<file path="src/rtl/sim_ctrl_seq_pkg.sv">
// Shared types and defaults for the staggered-reset simulation controller.
// rel_f gives the cycle count at which a channel leaves its initial reset.
package sim_ctrl_seq_pkg;

  localparam int CHANNELS_DEF  = 4;
  localparam int CNT_W_DEF     = 32;
  localparam int RST_BASE_DEF  = 5;
  localparam int RST_STEP_DEF  = 2;
  localparam int SOFT_LEN_DEF  = 3;
  localparam int WDOG_W_DEF    = 8;
  localparam int DRAIN_CYC_DEF = 4;

  typedef enum logic [1:0] {
    ST_RESET = 2'd0,
    ST_RUN   = 2'd1,
    ST_DRAIN = 2'd2,
    ST_DONE  = 2'd3
  } state_e;

  typedef enum logic [1:0] {
    CAUSE_NONE    = 2'd0,
    CAUSE_FINISH  = 2'd1,
    CAUSE_TIMEOUT = 2'd2,
    CAUSE_WDOG    = 2'd3
  } cause_e;

  function automatic longint rel_f(input int i,
                                   input int base = RST_BASE_DEF,
                                   input int step = RST_STEP_DEF);
    return longint'(base) + longint'(i) * longint'(step);
  endfunction

endpackage

</file>
<file path="src/rtl/sim_ctrl_seq_chan.sv">
// One reset/watchdog channel: initial release compare, soft-reset pulse
// stretcher and a saturating heartbeat watchdog with a sticky error.
module sim_ctrl_seq_chan
  import sim_ctrl_seq_pkg::*;
#(
  parameter int IDX      = 0,
  parameter int CNT_W    = CNT_W_DEF,
  parameter int RST_BASE = RST_BASE_DEF,
  parameter int RST_STEP = RST_STEP_DEF,
  parameter int SOFT_LEN = SOFT_LEN_DEF,
  parameter int WDOG_W   = WDOG_W_DEF
) (
  input  logic              clk,
  input  logic              rst_n,
  input  logic              in_reset,
  input  logic              in_run,
  input  logic              in_active,
  input  logic [CNT_W-1:0]  cycles_nxt,
  input  logic              soft_req,
  input  logic              hbeat,
  input  logic [WDOG_W-1:0] wdog_lim,
  output logic              rst,
  output logic              wdog_err,
  output logic              err_set
);

  localparam int SW = $clog2(SOFT_LEN + 1);
  localparam logic [CNT_W-1:0] REL = CNT_W'(rel_f(IDX, RST_BASE, RST_STEP));
  localparam logic [SW-1:0] SOFT_INIT = SW'(SOFT_LEN);

  logic [SW-1:0]     scnt;
  logic [WDOG_W-1:0] wcnt;
  logic [WDOG_W-1:0] wcnt_nxt;
  logic              hit;

  // A channel held in reset (initial or soft) counts as alive.
  always_comb begin
    wcnt_nxt = wcnt;
    if (rst || hbeat) begin
      wcnt_nxt = '0;
    end else if (!(&wcnt)) begin
      wcnt_nxt = wcnt + WDOG_W'(1);
    end
  end

  assign hit     = (wdog_lim != '0) && (wcnt_nxt == wdog_lim);
  assign err_set = in_run && hit && !wdog_err;

  always_ff @(posedge clk or negedge rst_n) begin
    if (!rst_n) begin
      rst      <= 1'b1;
      scnt     <= '0;
      wcnt     <= '0;
      wdog_err <= 1'b0;
    end else begin
      if (in_reset) begin
        rst <= (cycles_nxt < REL);
      end else if (in_active) begin
        // scnt holds the number of reset cycles still owed, including this one.
        if (soft_req) begin
          scnt <= SOFT_INIT;
          rst  <= 1'b1;
        end else if (scnt != '0) begin
          scnt <= scnt - SW'(1);
          rst  <= (scnt != SW'(1));
        end
      end

      if (in_run) begin
        wcnt <= wcnt_nxt;
        if (hit) begin
          wdog_err <= 1'b1;
        end
      end
    end
  end

endmodule

</file>
<file path="src/rtl/sim_ctrl_seq.sv">
// Simulation controller: staggered per-channel resets, saturating cycle
// counter, and a RESET/RUN/DRAIN/DONE sequencer that raises finish.
module sim_ctrl_seq
  import sim_ctrl_seq_pkg::*;
#(
  parameter int CHANNELS  = CHANNELS_DEF,
  parameter int CNT_W     = CNT_W_DEF,
  parameter int RST_BASE  = RST_BASE_DEF,
  parameter int RST_STEP  = RST_STEP_DEF,
  parameter int SOFT_LEN  = SOFT_LEN_DEF,
  parameter int WDOG_W    = WDOG_W_DEF,
  parameter int DRAIN_CYC = DRAIN_CYC_DEF
) (
  input  logic                sim_ctrl_seq_clk_ip,
  input  logic                sim_ctrl_seq_rst_n_ip,
  input  logic [CNT_W-1:0]    sim_ctrl_seq_timeout_ip,
  input  logic [WDOG_W-1:0]   sim_ctrl_seq_wdog_lim_ip,
  input  logic [CHANNELS-1:0] sim_ctrl_seq_soft_rst_ip,
  input  logic [CHANNELS-1:0] sim_ctrl_seq_hbeat_ip,
  input  logic                sim_ctrl_seq_finish_req_ip,
  output logic [CHANNELS-1:0] sim_ctrl_seq_rst_op,
  output logic [CNT_W-1:0]    sim_ctrl_seq_cycles_op,
  output logic [CHANNELS-1:0] sim_ctrl_seq_wdog_err_op,
  output logic [1:0]          sim_ctrl_seq_state_op,
  output logic [1:0]          sim_ctrl_seq_cause_op,
  output logic                sim_ctrl_seq_finish_op
);

  localparam longint REL_LAST_L = rel_f(CHANNELS - 1, RST_BASE, RST_STEP);
  localparam logic [CNT_W-1:0] REL_LAST = CNT_W'(REL_LAST_L);
  localparam int DW = (DRAIN_CYC > 1) ? $clog2(DRAIN_CYC) : 1;
  localparam logic [DW-1:0] DRAIN_LAST = DW'(DRAIN_CYC - 1);

  if ((CHANNELS < 1) || (CHANNELS > 32) || (SOFT_LEN < 1) || (DRAIN_CYC < 1) ||
      ((CNT_W < 63) && (REL_LAST_L >= (longint'(1) << CNT_W)))) begin : g_bad_params
    $error("sim_ctrl_seq: parameter out of range or last release beyond counter");
  end

  state_e             state;
  cause_e             cause;
  logic               finish;
  logic [CNT_W-1:0]   cycles;
  logic [CNT_W-1:0]   cycles_nxt;
  logic [DW-1:0]      dcnt;
  logic               pend;
  logic               in_reset;
  logic               in_run;
  logic               in_active;
  logic [CHANNELS-1:0] rst_vec;
  logic [CHANNELS-1:0] err_vec;
  logic [CHANNELS-1:0] err_set_vec;
  logic               wdog_hit;
  logic               to_hit;
  logic               fin_hit;

  assign cycles_nxt = (&cycles) ? cycles : cycles + CNT_W'(1);
  assign in_reset   = (state == ST_RESET);
  assign in_run     = (state == ST_RUN);
  assign in_active  = (state == ST_RUN) || (state == ST_DRAIN);

  // Triggers look at the count this edge produces, so a timeout of T
  // enters DRAIN on the edge that makes cycles_op equal to T.
  assign wdog_hit = |err_set_vec;
  assign to_hit   = (sim_ctrl_seq_timeout_ip != '0) &&
                    (cycles_nxt >= sim_ctrl_seq_timeout_ip);
  assign fin_hit  = sim_ctrl_seq_finish_req_ip || pend;

  for (genvar g = 0; g < CHANNELS; g++) begin : g_chan
    sim_ctrl_seq_chan #(
      .IDX      (g),
      .CNT_W    (CNT_W),
      .RST_BASE (RST_BASE),
      .RST_STEP (RST_STEP),
      .SOFT_LEN (SOFT_LEN),
      .WDOG_W   (WDOG_W)
    ) u_chan (
      .clk        (sim_ctrl_seq_clk_ip),
      .rst_n      (sim_ctrl_seq_rst_n_ip),
      .in_reset   (in_reset),
      .in_run     (in_run),
      .in_active  (in_active),
      .cycles_nxt (cycles_nxt),
      .soft_req   (sim_ctrl_seq_soft_rst_ip[g]),
      .hbeat      (sim_ctrl_seq_hbeat_ip[g]),
      .wdog_lim   (sim_ctrl_seq_wdog_lim_ip),
      .rst        (rst_vec[g]),
      .wdog_err   (err_vec[g]),
      .err_set    (err_set_vec[g])
    );
  end

  always_ff @(posedge sim_ctrl_seq_clk_ip or negedge sim_ctrl_seq_rst_n_ip) begin
    if (!sim_ctrl_seq_rst_n_ip) begin
      state  <= ST_RESET;
      cause  <= CAUSE_NONE;
      finish <= 1'b0;
      cycles <= '0;
      dcnt   <= '0;
      pend   <= 1'b0;
    end else begin
      if (state != ST_DONE) begin
        cycles <= cycles_nxt;
      end
      case (state)
        ST_RESET: begin
          if (sim_ctrl_seq_finish_req_ip) begin
            pend <= 1'b1;
          end
          if (cycles_nxt >= REL_LAST) begin
            state <= ST_RUN;
          end
        end
        ST_RUN: begin
          if (wdog_hit || to_hit || fin_hit) begin
            state <= ST_DRAIN;
            dcnt  <= DRAIN_LAST;
            if (wdog_hit) begin
              cause <= CAUSE_WDOG;
            end else if (to_hit) begin
              cause <= CAUSE_TIMEOUT;
            end else begin
              cause <= CAUSE_FINISH;
            end
          end
        end
        ST_DRAIN: begin
          if (dcnt == '0) begin
            state  <= ST_DONE;
            finish <= 1'b1;
          end else begin
            dcnt <= dcnt - DW'(1);
          end
        end
        default: begin
        end
      endcase
    end
  end

  assign sim_ctrl_seq_rst_op      = rst_vec;
  assign sim_ctrl_seq_wdog_err_op = err_vec;
  assign sim_ctrl_seq_cycles_op   = cycles;
  assign sim_ctrl_seq_state_op    = state;
  assign sim_ctrl_seq_cause_op    = cause;
  assign sim_ctrl_seq_finish_op   = finish;

endmodule

</file>
<file path="config.mk">
export PLATFORM = sky130hd
export DESIGN_NAME = sim_ctrl_seq
export DESIGN_NICKNAME = d
export VERILOG_FILES = /design/src/rtl/sim_ctrl_seq_pkg.sv /design/src/rtl/sim_ctrl_seq_chan.sv /design/src/rtl/sim_ctrl_seq.sv
export SDC_FILE = /design/constraint.sdc
export NUM_CORES = 1
export LEC_CHECK = 0
export CAP_MARGIN = 30
export CORE_MARGIN = 2
export CORE_UTILIZATION = 39
export CTS_CLUSTER_SIZE = 12
export DETAILED_ROUTE_END_ITERATION = 16
export PLACE_DENSITY_LB_ADDON = 0.12
export SLEW_MARGIN = 10
export SYNTH_ARGS = -nofsm -noshare
export SYNTH_HDL_FRONTEND = slang
export SYNTH_SLANG_ARGS = --single-unit
</file>
<file path="constraint.sdc">
create_clock -name sim_ctrl_seq_clk_ip -period 4.85 [get_ports sim_ctrl_seq_clk_ip]
set_clock_uncertainty 0.2 [all_clocks]
set_input_delay 0.485 -clock sim_ctrl_seq_clk_ip [delete_from_list [all_inputs] [get_ports sim_ctrl_seq_clk_ip]]
set_output_delay 0.485 -clock sim_ctrl_seq_clk_ip [all_outputs]
set_load 0.005 [all_outputs]
</file>
---- Word level (Yosys, flattened, before mapping) ----
Index checks and enable logic that the tools add are counted.
operators by class
  reduce and logical (&&, ||, !) cells .... 67
  multiplexer cells ....................... 42
  equal/unequal tests ..................... 15
  bitwise gates (word level) .............. 1
  shift operators ......................... 0
  $add $sub $neg .......................... 10
  $mul .................................... 0
  order comparisons ....................... 6
  divide/modulo/power cells ............... 0
operator list
  kind                                                                     number
  32-bit by 3-bit < comparator with 1-bit output (second input constant)   2
  32-bit by 4-bit < comparator with 1-bit output (second input constant)   2
  8-bit 2-to-1 mux                                                         8
  32-bit by 1-bit adder with 32-bit output (second input constant)         1
  8-bit by 1-bit adder with 8-bit output (second input constant)           4
  8-bit equality test                                                      4
  32-bit >= comparator                                                     1
  32-bit by 4-bit >= comparator with 1-bit output (second input constant)  1
  32-bit 2-to-1 mux                                                        1
  32-bit AND reduction                                                     1
  8-bit AND reduction                                                      4
  32-bit nonzero test                                                      1
  2-bit 2-to-1 mux                                                         15
  2-bit AND reduction                                                      11
  2-bit nonzero test                                                       10
  1-bit 2-to-1 mux                                                         16
  3-bit AND reduction                                                      5
  3-bit nonzero test                                                       5
  1-bit logical AND                                                        13
  2-bit by 1-bit != test with 1-bit output (second input constant)         5
  2-bit by 1-bit subtractor with 2-bit output (second input constant)      5
  1-bit logical OR                                                         8
  2-bit != test (second input constant)                                    4
  8-bit nonzero test                                                       1
  9 further kinds                                                          13
word-level totals
  memories ................................ 0
  output and inout port bits .............. 45
  flip-flop bits (word level) ............. 88
  memory bits (read-only) ................. 0
  word-level logic and storage cells ...... 163
  memory bits (writable) .................. 0
  bits in latches ......................... 0
  input port bits ......................... 51

---- Logic depth before layout (Yosys ltp) ----
Gate-level depths: netlist of run 1.
  depth in word-level cells ............... 12
  gate-level depth with buffers ........... 18
  depth with buffers taken out ............ 16

---- By module ----
A second synthesis of run 1 with hierarchy kept.
unflattened totals
  cells, all modules ...................... 1000
  area total of the unflattened synthesis .. 8102.8 µm²
modules (own cells, without submodules)
  module                                    seq. area each (µm²)  instances  cells an instance  area an instance (µm²)
  sim_ctrl_seq                              1001.0                1          464                3908.7
  sim_ctrl_seq_chan (g_chan[0].u_chan ...)  301.5                 2          134                1047.3
  sim_ctrl_seq_chan (g_chan[3].u_chan)      301.5                 1          134                1051.0
  sim_ctrl_seq_chan (g_chan[2].u_chan)      301.5                 1          134                1048.5

---- Worst setup path before layout of run 1 ----
OpenSTA, ideal clock, no wires.
  path type ............................... register to register
  start ................................... register cycles[10], in the netlist sim_ctrl_seq_cycles_op[10]
  end ..................................... register state[1], in the netlist sim_ctrl_seq_state_op[1]
  path buffers ............................ 3
  library setup time ...................... 0.126 ns
  period minus slack after synthesis ...... 4.031 ns
  data arrival time ....................... 3.705 ns
  cell stages (with the launch flop) ...... 19
  setup slack ............................. 0.819 ns
  data required time ...................... 4.524 ns
  cells stage by stage .................... dfrtp_1 clkbuf_1 nand2_1 or4_4 buf_6 buf_6 nor3_4 o21ai_0 o21ai_0 ha_1 a21oi_1 o21ai_0 a2111oi_0 o41a_1 o31ai_1 nand3_1 and2_1 a21oi_1 a221o_1
on the way
  word-level cells in the longest chain between the ends .. 8
  elaborated cells between the ends (all ways) .. 11
  those cells by class .................... add/sub (1); order compare (2); eq/ne (2); mux (1); reduce/logical (5)
ends and longest elaborated chain
  item                                      line                 RTL
  start: declaration                        sim_ctrl_seq.sv:42   logic [CNT_W-1:0] cycles;
  start signal: assignment                  sim_ctrl_seq.sv:102  cycles <= cycles_nxt;
  32-bit AND reduction (*)                  sim_ctrl_seq.sv:56   assign cycles_nxt = (&cycles) ? cycles : cycles + CNT_W'(1);
  32-bit 2-to-1 mux (*)                     sim_ctrl_seq.sv:56
  named net cycles_nxt[9]                   sim_ctrl_seq.sv:43   logic [CNT_W-1:0] cycles_nxt;
  32-bit >= comparator                      sim_ctrl_seq.sv:65   (cycles_nxt >= sim_ctrl_seq_timeout_ip);
  1-bit logical AND                         sim_ctrl_seq.sv:64   assign to_hit = (sim_ctrl_seq_timeout_ip != '0) &&
  1-bit logical OR (2 in a row)             sim_ctrl_seq.sv:114  if (wdog_hit || to_hit || fin_hit) begin
  2-bit != test (no source line)            -
  4-bit AND reduction (no source line) (*)  -
  end signal: assignment                    sim_ctrl_seq.sv:110  state <= ST_RUN;
  end signal: assignment                    sim_ctrl_seq.sv:115  state <= ST_DRAIN;
  end signal: assignment                    sim_ctrl_seq.sv:128  state <= ST_DONE;
  end: declaration                          sim_ctrl_seq.sv:39   state_e state;
Mark *: on every way through the listed nets, which the timed path passes. The rest lies on a longest branch.
A chain may end at the register's enable or synchronous reset.

---- Worst setup path in the final report of run 1 ----
  start ................................... register cycles[25], in the netlist sim_ctrl_seq_cycles_op[25]
  end ..................................... register state[1], in the netlist sim_ctrl_seq_state_op[1]
Same word-level chain as after synthesis.

==> flow_metrics.tcl, run 1 <==
set metrics [dict create \
    antenna_found_initial 0 \
    core.rowCount 52 \
    num_antenna_cells 0 \
    max_freq_mhz 222 \
    clock-sinks 88 \
    fin_crit_ns 4.51 \
    synth_edf_count 0 \
    slew_violations 0 \
    final_common_cell "clkdlybuf4s50_1" \
    grt_pass1_wl_mm 39.0 \
    crit_chain "nand4_1, nor4_4, a31oi_1, xor2_1, ha_1, a21oi_1, o21ai_0, a2111oi_0, o41a_1, o31ai_1, nand3_1, and2_1, a21oi_1, a221o_1" \
    first_pass_iters 5 \
    hold_buffers 0 \
    clockBufferDepth 2 \
    path_clk_slew_ns 0.08 \
    cts_tree "built" \
    initial_core_util_pct 39.4 \
    postRouteWirelength_mm 24.2 \
    ir_drop_v 0.000176 \
    post_cts_resized 0 \
    cp.arrival_ns 4.56 \
    fin_nets 1129 \
    crit_type "reg2reg" \
    fin_crit_sh_pct 92.9 \
    routed_via_density 5.81 \
    max_stage_delay_ns 0.65 \
    max_cap_violations 0 \
    numCtsBuffers 9 \
    synthDistinctLibCells 87 \
    gp_congestion 0.991 \
    crit_slowest_cell "nor4_4" \
    final_core_util_pct 45.9 \
    hold_violations 0 \
    async_reset_ff_share_pct 100 \
    synth_cells 988 \
    postSynthAreaPerCell_sq_um 7.98 \
    hp-class "in2async" \
    track_usage_pct 22.9 \
    end_kind "flop" \
    tightest_slew_ns 0.780 \
    drive_gt1_share_pct 6.49 \
    worst_slack_ns 0.344 \
    cp_top_family "compound AO/OA/AOI/OAI gates" \
    rsz0062_at_grt "false" \
    slew_headroom_pct 48.0 \
    drc 0 \
    final_cell_mix "clkdlybuf4s50_1, nand2_1, dfrtp_1" \
    synth-seq-area-share_pct 28.0 \
    syn-num-nets 1090 \
    die_w_microns 146 \
    overflow 0 \
    area_growth_pct 16.6 \
    insertion_delay_ns 0.37 \
    setup_viol 0 \
    ios 96 \
    vias 7560 \
    nFillCells 2042 \
    leakage_uw 0.00389 \
    grt_start_max_net_pins 57 \
    place_ws_ns 0.389 \
    ys.flop_type "dfrtp_1" \
    dpl.hpwl_mm 18.5 \
    htree_levels 3 \
    io_buffers 95 \
    syn_area_sq_um 7890 \
    cpMostUsedCell "a21oi_1" \
    dieArea_sq_um 21400 \
    root_buffer "clkbuf_16" \
    cp_data_required_time_ns 4.90 \
    critPathBufInv 0 \
    worstSetupStartpointType "flop" \
    critPathMaxFanout 13 \
    antenna_left 0 \
    cts_setup_buffers 0 \
    tns_ns 0 \
    die_h_microns 146 \
    grt_pass1_vias 7195 \
    outcome "completed" \
    core_area_sq_um 20000 \
    synth-seq-cells 88 \
    yosysWarningCount 0 \
    power.density_nw_per_um2 333 \
    wl_per_cell_microns 18.6 \
    first_iter_violations 661 \
]
[layer usage]
metal  global-route usage [%]  part of all wire [%]  up-vias
met5                        0                     0        -
met4                     7.82                   2.8        0
li1                         -                     -     3702
met3                     3.50                   5.5       44
met2                     38.7                    48      232
met1                     30.0                    44     3582
[state kept, by name, summed over array words and instances (netlist names)]
signal,flops
g_chan.u_chan.wcnt,32
sim_ctrl_seq_cycles_op,32
g_chan.u_chan.scnt,8
g_chan.u_chan.rst,4
g_chan.u_chan.wdog_err,4
dcnt,2
sim_ctrl_seq_cause_op,2
sim_ctrl_seq_state_op,2
pend,1
sim_ctrl_seq_finish_op,1
[cell usage after synthesis (all sizes together), types with 5 or more instances]
cell	count	area share (%)
a2111oi	7	0.86
a211oi	9	0.92
a21o	10	0.95
a21oi	72	4.6
a31o	5	0.56
a31oi	21	1.7
a41oi	5	0.56
and2	6	0.48
and3	16	1.3
and4	16	1.8
buf	25	2.0
clkbuf	53	2.5
dfrtp	84	27
ha	51	8.1
inv	61	2.9
mux2	5	0.71
nand2	90	4.3
nand2b	10	0.79
nand3	43	2.8
nand4	39	3.4
nor2	65	3.2
nor3	32	2.2
nor4	27	2.5
o2111ai	7	0.78
o211ai	8	0.76
o21ai	42	2.7
o21bai	5	0.48
o31ai	7	0.90
o41ai	5	0.56
or2	8	0.63
or3	8	0.63
or4	5	0.52
xnor2	46	5.1
xor2	32	3.6
[where the power goes]
part,internal (uW),switching (uW)
registers,860,178
clock network,360,348
logic,550,766
[per-stage QoR]
| stage | cell area (sq um) | hold slack, ns | power [uW] | std cells |
|---|---|---|---|---|
| final | 9200 | 0.00412 | 3060 | 1302 |
| after global routing | 9200 | 0.0587 | 3300 | 1302 |
| after CTS | 9200 | 0.0212 | 3090 | 1302 |
| after global placement | 8900 | 0.261 | 2370 | 1286 |
| after floorplan | 7890 | -0.0106 | 1910 | 988 |
| after detailed placement | 8900 | 0.262 | 2370 | 1286 |
[path summary, 6_finish.rpt]
check / startpoint / to / slack, ns / depth (start not counted)
max: sim_ctrl_seq_cycles_op[25]$_DFFE_PN0P_ / sim_ctrl_seq_state_op[1]$_DFFE_PN0P_ / 0.34 / 14
min: sim_ctrl_seq_rst_n_ip / g_chan[0].u_chan.wcnt[7]$_DFFE_PN0N_ / 0.004 / 1
max reg2reg: sim_ctrl_seq_cycles_op[25]$_DFFE_PN0P_ / sim_ctrl_seq_state_op[1]$_DFFE_PN0P_ / 0.34 / 14
min reg2reg: sim_ctrl_seq_finish_op$_DFFE_PN0P_ / sim_ctrl_seq_finish_op$_DFFE_PN0P_ / 0.28 / 1
max in group asynchronous: sim_ctrl_seq_rst_n_ip / g_chan[3].u_chan.rst$_DFFE_PN1P_ / 3.47 / 2
min in group sim_ctrl_seq_clk_ip: sim_ctrl_seq_finish_op$_DFFE_PN0P_ / sim_ctrl_seq_finish_op$_DFFE_PN0P_ / 0.28 / 1
[cells by family after synthesis]
| family | synth area share [%] |
|---|---|
| buffers and inverters | 7.44 |
| xor gates and xnor gates | 8.66 |
| AOI/OAI and AO/OA | 20.5 |
| DFF | 28.0 |
| and+or+nand+nor | 26.2 |
| muxes | 1.09 |
| adders and majority gates | 8.09 |
[cell type report]
type / instances / area, sq um / area share (%)
Clock buffer: 9 / 225 / 2.45
Clock inverter: 7 / 65.1 / 0.708
Inverter: 62 / 233 / 2.53
Multi-Input combinational cell: 760 / 5100 / 55.4
Sequential cell: 88 / 2210 / 24.0
Tap cell: 270 / 338 / 3.67
Timing Repair Buffer: 106 / 1030 / 11.2
Power figures use the tool's default switching activity.
==> run 2, diff against run 1 <==
==> constraint.sdc (replaced) <==
create_clock -name sim_ctrl_seq_clk_ip -period 5.06 [get_ports sim_ctrl_seq_clk_ip]
set_clock_uncertainty 0.2 [all_clocks]
set_input_delay 0.506 -clock sim_ctrl_seq_clk_ip [delete_from_list [all_inputs] [get_ports sim_ctrl_seq_clk_ip]]
set_output_delay 0.506 -clock sim_ctrl_seq_clk_ip [all_outputs]
set_load 0.005 [all_outputs]
==> flow_metrics.tcl, run 2 (synthesis gave the netlist of run 1 again) <==
set metrics [dict create \
    outcome "completed" \
    crit_type "reg2reg" \
    ir_drop_v 0.000194 \
    clock-sinks 88 \
    slew_headroom_pct 42.6 \
    wl_per_cell_microns 18.5 \
    fin_nets 1126 \
    first_iter_violations 566 \
    htree_levels 3 \
    drive_gt1_share_pct 6.22 \
    grt_start_max_net_pins 57 \
    place_ws_ns 0.646 \
    whs_ns 0.0182 \
    dpl-instance-area_sq_um 8880 \
    slew_violations 0 \
    nFillCells 2059 \
    hp-class "in2async" \
    first_pass_iters 6 \
    final_common_cell "clkdlybuf4s50_1" \
    end_kind "flop" \
    setup_viol 0 \
    dpl.hpwl_mm 18.4 \
    gp_congestion 0.971 \
    cts_tree "built" \
    track_usage_pct 22.4 \
    die_h_microns 146 \
    post_cts_resized 0 \
    rsz0062_at_grt "false" \
    root_buffer "clkbuf_16" \
    antenna_found_initial 0 \
    hold_violations 0 \
    core.rowCount 52 \
    num_antenna_cells 0 \
    drc 0 \
    cp.arrival_ns 4.50 \
    postRouteWirelength_mm 24.0 \
    worstSetupStartpointType "flop" \
    cp_data_required_time_ns 5.11 \
    design_area_sq_um 9170 \
    insertion_delay_ns 0.36 \
    vias 7428 \
    max_freq_mhz 225 \
    initial_core_util_pct 39.4 \
    ios 96 \
    grt_pass1_vias 7128 \
    cts_setup_buffers 0 \
    final_cell_mix "clkdlybuf4s50_1, nand2_1, dfrtp_1" \
    fin_crit_ns 4.45 \
    tightest_slew_ns 0.850 \
    overflow 0 \
    grt_pass1_wl_mm 38.2 \
    hold_buffers 0 \
    routed_via_density 5.72 \
    core_area_sq_um 20000 \
    path_clk_slew_ns 0.08 \
    critPathMaxFanout 12 \
    dieArea_sq_um 21400 \
    worst_slack_ns 0.614 \
    power.density_nw_per_um2 322 \
    tns_ns 0 \
    io_buffers 95 \
    die_w_microns 146 \
    area_growth_pct 16.2 \
    clockBufferDepth 2 \
    leakage_uw 0.00388 \
    numCtsBuffers 9 \
    antenna_left 0 \
    fin_crit_sh_pct 87.9 \
    max_cap_violations 0 \
]
==> run 2: changes by cell type in the layout (fill, tap and decap cells not counted) <==
cell and delta:
inv_6 +2, clkinv_2 +1, buf_4 -3, inv_8 -1, clkinvlp_4 -2
==> run 2: power breakdown <==
part           internal [uW]  total [uW]  switching [uW]
Combinational            525        1270             741
Sequential               824         998             173
Clock                    345         686             342
Total                   1690        2950            1260
==> run 2: worst max-delay path, cell delays in order, from the launching register on <==
cell       delay [ns]
dfrtp_1          0.55
and4_1           0.42
nand2_1          0.40
nor3_4           0.53
o21ai_0          0.15
o21ai_0          0.10
ha_1             0.28
a21oi_1          0.13
o21ai_0          0.15
a2111oi_0        0.42
o41a_1           0.22
o31ai_1          0.07
nand3_1          0.10
and2_1           0.19
a21oi_1          0.11
a221o_1          0.31
==> run 2: routing by layer <==
| metal | routed length (microns) | share of wire (%) | track usage [%] | up-vias |
|---|---|---|---|---|
| li1 | - | - | - | 3685 |
| met1 | 11000 | 46 | 29.7 | 3523 |
| met2 | 11300 | 47 | 37.5 | 179 |
| met3 | 962 | 4.0 | 3.19 | 41 |
| met4 | 680 | 2.8 | 7.52 | 0 |
| met5 | 0 | 0 | 0 | - |
==> run 2: area by class of cell <==
cell class	instances	area [sq um]	share of cell area, %
Multi-Input combinational cell	760	5100	55.6
Inverter	62	233	2.54
Sequential cell	88	2210	24.1
Clock inverter	7	61.3	0.669
Tap cell	270	338	3.68
Clock buffer	9	225	2.46
Timing Repair Buffer	103	1010	11.0
==> run 2: final timing paths <==
path,startpoint,endpoint,slack (ns),cells after the start
setup / recovery,sim_ctrl_seq_cycles_op[4]$_DFFE_PN0P_,sim_ctrl_seq_state_op[1]$_DFFE_PN0P_,0.61,15
hold / removal,sim_ctrl_seq_rst_n_ip,g_chan[1].u_chan.wcnt[0]$_DFFE_PN0N_,0.02,1
setup reg to reg,sim_ctrl_seq_cycles_op[4]$_DFFE_PN0P_,sim_ctrl_seq_state_op[1]$_DFFE_PN0P_,0.61,15
hold reg to reg,sim_ctrl_seq_finish_op$_DFFE_PN0P_,sim_ctrl_seq_finish_op$_DFFE_PN0P_,0.28,1
max in group asynchronous,sim_ctrl_seq_rst_n_ip,sim_ctrl_seq_cycles_op[15]$_DFFE_PN0P_,3.68,2
min in group sim_ctrl_seq_clk_ip,sim_ctrl_seq_finish_op$_DFFE_PN0P_,sim_ctrl_seq_finish_op$_DFFE_PN0P_,0.28,1
==> run 2: through the flow <==
step                utilization, %  cells  power [uW]
global route                  45.8   1299        3170
finish                        45.8   1299        2950
floorplan                        -    988        1830
detailed placement            44.3   1283        2280
global placement              44.3   1283        2280
CTS                           45.8   1299        2970
==> run 3, diff against run 2 <==
--- a/config.mk
+++ b/config.mk
@@ -6,12 +6,12 @@
 export NUM_CORES = 1
 export LEC_CHECK = 0
 export CAP_MARGIN = 30
+export CORE_ASPECT_RATIO = 1.75
 export CORE_MARGIN = 2
 export CORE_UTILIZATION = 39
 export CTS_CLUSTER_SIZE = 12
 export DETAILED_ROUTE_END_ITERATION = 16
 export PLACE_DENSITY_LB_ADDON = 0.12
-export SLEW_MARGIN = 10
 export SYNTH_ARGS = -nofsm -noshare
 export SYNTH_HDL_FRONTEND = slang
 export SYNTH_SLANG_ARGS = --single-unit
==> flow_metrics.tcl, run 3 (synthesis gave the netlist of run 1 again) <==
set metrics [dict create \
    outcome "completed" \
    critPathMaxFanout 14 \
    grt_pass1_wl_mm 40.3 \
    gp_congestion 0.937 \
    ir_drop_v 0.000195 \
    wl_per_cell_microns 19.7 \
    nFillCells 1971 \
    power.density_nw_per_um2 325 \
    dpl.hpwl_mm 19.8 \
    tightest_slew_ns 0.893 \
    hp-class "in2async" \
    io_buffers 95 \
    met3_usage_pct 3.25 \
    first_pass_iters 6 \
    ios 96 \
    antenna_left 0 \
    slew_headroom_pct 40.3 \
    cts_setup_buffers 0 \
    htree_levels 3 \
    overflow 0 \
    fin_nets 1131 \
    leakage_uw 0.00390 \
    antenna_found_initial 0 \
    final_cell_mix "clkdlybuf4s50_1, nand2_1, dfrtp_1" \
    num_antenna_cells 0 \
    final_core_util_pct 46.3 \
    vias 7551 \
    worst-r2r-setup-slack_ns 0.67 \
    cp_data_required_time_ns 5.11 \
    clockBufferDepth 2 \
    area_growth_pct 16.4 \
    rsz0062_at_grt "false" \
    insertion_delay_ns 0.36 \
    core.rowCount 68 \
    path_clk_slew_ns 0.07 \
    dieArea_sq_um 21400 \
    post_cts_resized 0 \
    die_h_microns 192 \
    grt_start_max_net_pins 63 \
    whs_ns 0.0491 \
    slew_violations 0 \
    setup_viol 0 \
    max_freq_mhz 228 \
    postRouteWirelength_mm 25.2 \
    root_buffer "clkbuf_16" \
    clock-sinks 88 \
    grt-busiest-layer "met2" \
    worstSetupStartpointType "flop" \
    routed_via_density 5.90 \
    hold_buffers 0 \
    drive_gt1_share_pct 6.48 \
    cp.arrival_ns 4.44 \
    crit_type "reg2reg" \
    grt_util_met2_pct 46.5 \
    initial_core_util_pct 39.8 \
    core_area_sq_um 19800 \
    fin_crit_ns 4.39 \
    numCtsBuffers 9 \
    max_cap_violations 0 \
    cts_tree "built" \
    final_common_cell "clkdlybuf4s50_1" \
    end_kind "flop" \
    drc 0 \
    hold_violations 0 \
    fin_crit_sh_pct 86.8 \
    use_met1_pct 24.4 \
    die_w_microns 112 \
    tns_ns 0 \
    track_usage_pct 23.8 \
    first_iter_violations 368 \
    grt_pass1_vias 7721 \
]
## run 3: cell count changes in the layout (fill, tap and decap cells not counted), sizes merged
cell      before  now
clkinvlp       1    4
clkinv         3    1
clkbuf         9   10
bufinv         0    1
inv           65   62
buf            9   14
## run 3: final cells by class
class / count / area, sq um / area share [%]
multi-input cells: 760 / 5090 / 55.5
flip-flops and latches: 88 / 2210 / 24.0
repair buffers: 108 / 1050 / 11.4
well taps: 245 / 307 / 3.34
inverters: 62 / 233 / 2.53
clock buffers: 10 / 229 / 2.49
clock inverters: 6 / 68.8 / 0.749
## run 3: power breakdown
group	total (uW)	internal (uW)	switching, uW
Sequential	992	825	167
Clock	696	385	311
Combinational	1300	529	767
Total	2980	1740	1250
## run 3: worst paths after layout
kind                                                               start                                    to  depth (start not counted)
hold / removal                                     sim_ctrl_seq_rst_n_ip  g_chan[1].u_chan.wcnt[0]$_DFFE_PN0N_                          1
hold reg to reg                                         pend$_DFFE_PN0P_                      pend$_DFFE_PN0P_                          1
max in group asynchronous                          sim_ctrl_seq_rst_n_ip      g_chan[2].u_chan.rst$_DFFE_PN1P_                          2
setup / recovery                  sim_ctrl_seq_cycles_op[17]$_DFFE_PN0P_  sim_ctrl_seq_state_op[1]$_DFFE_PN0P_                         15
setup reg to reg                  sim_ctrl_seq_cycles_op[17]$_DFFE_PN0P_  sim_ctrl_seq_state_op[1]$_DFFE_PN0P_                         15
min in group sim_ctrl_seq_clk_ip                        pend$_DFFE_PN0P_                      pend$_DFFE_PN0P_                          1
## run 3: critical path: stages (launching register included)
cell and delay, ns:
dfrtp_1 0.55, nand3_1 0.23, or4_4 0.70, nor3_4 0.41
o21ai_0 0.15, o21ai_0 0.09, ha_1 0.27, a21oi_1 0.14
o21ai_0 0.12, a2111oi_0 0.39, o41a_1 0.23, o31ai_1 0.08
nand3_1 0.10, and2_1 0.19, a21oi_1 0.10, a221o_1 0.31
## run 3: layer usage
layer,up-vias,routed length [microns]
met4,0,1310
met5,-,0
met2,227,13700
met3,75,899
li1,3690,-
met1,3559,9280
## run 3: stage by stage
stage	std cells	worst slack, ns	area, sq um	power, uW
floorplan	988	1.03	7890	1830
global route	1279	0.308	9180	3210
global placement	1263	0.745	8890	2290
CTS	1279	0.669	9180	3010
finish	1279	0.667	9180	2980
detailed placement	1263	0.654	8890	2300
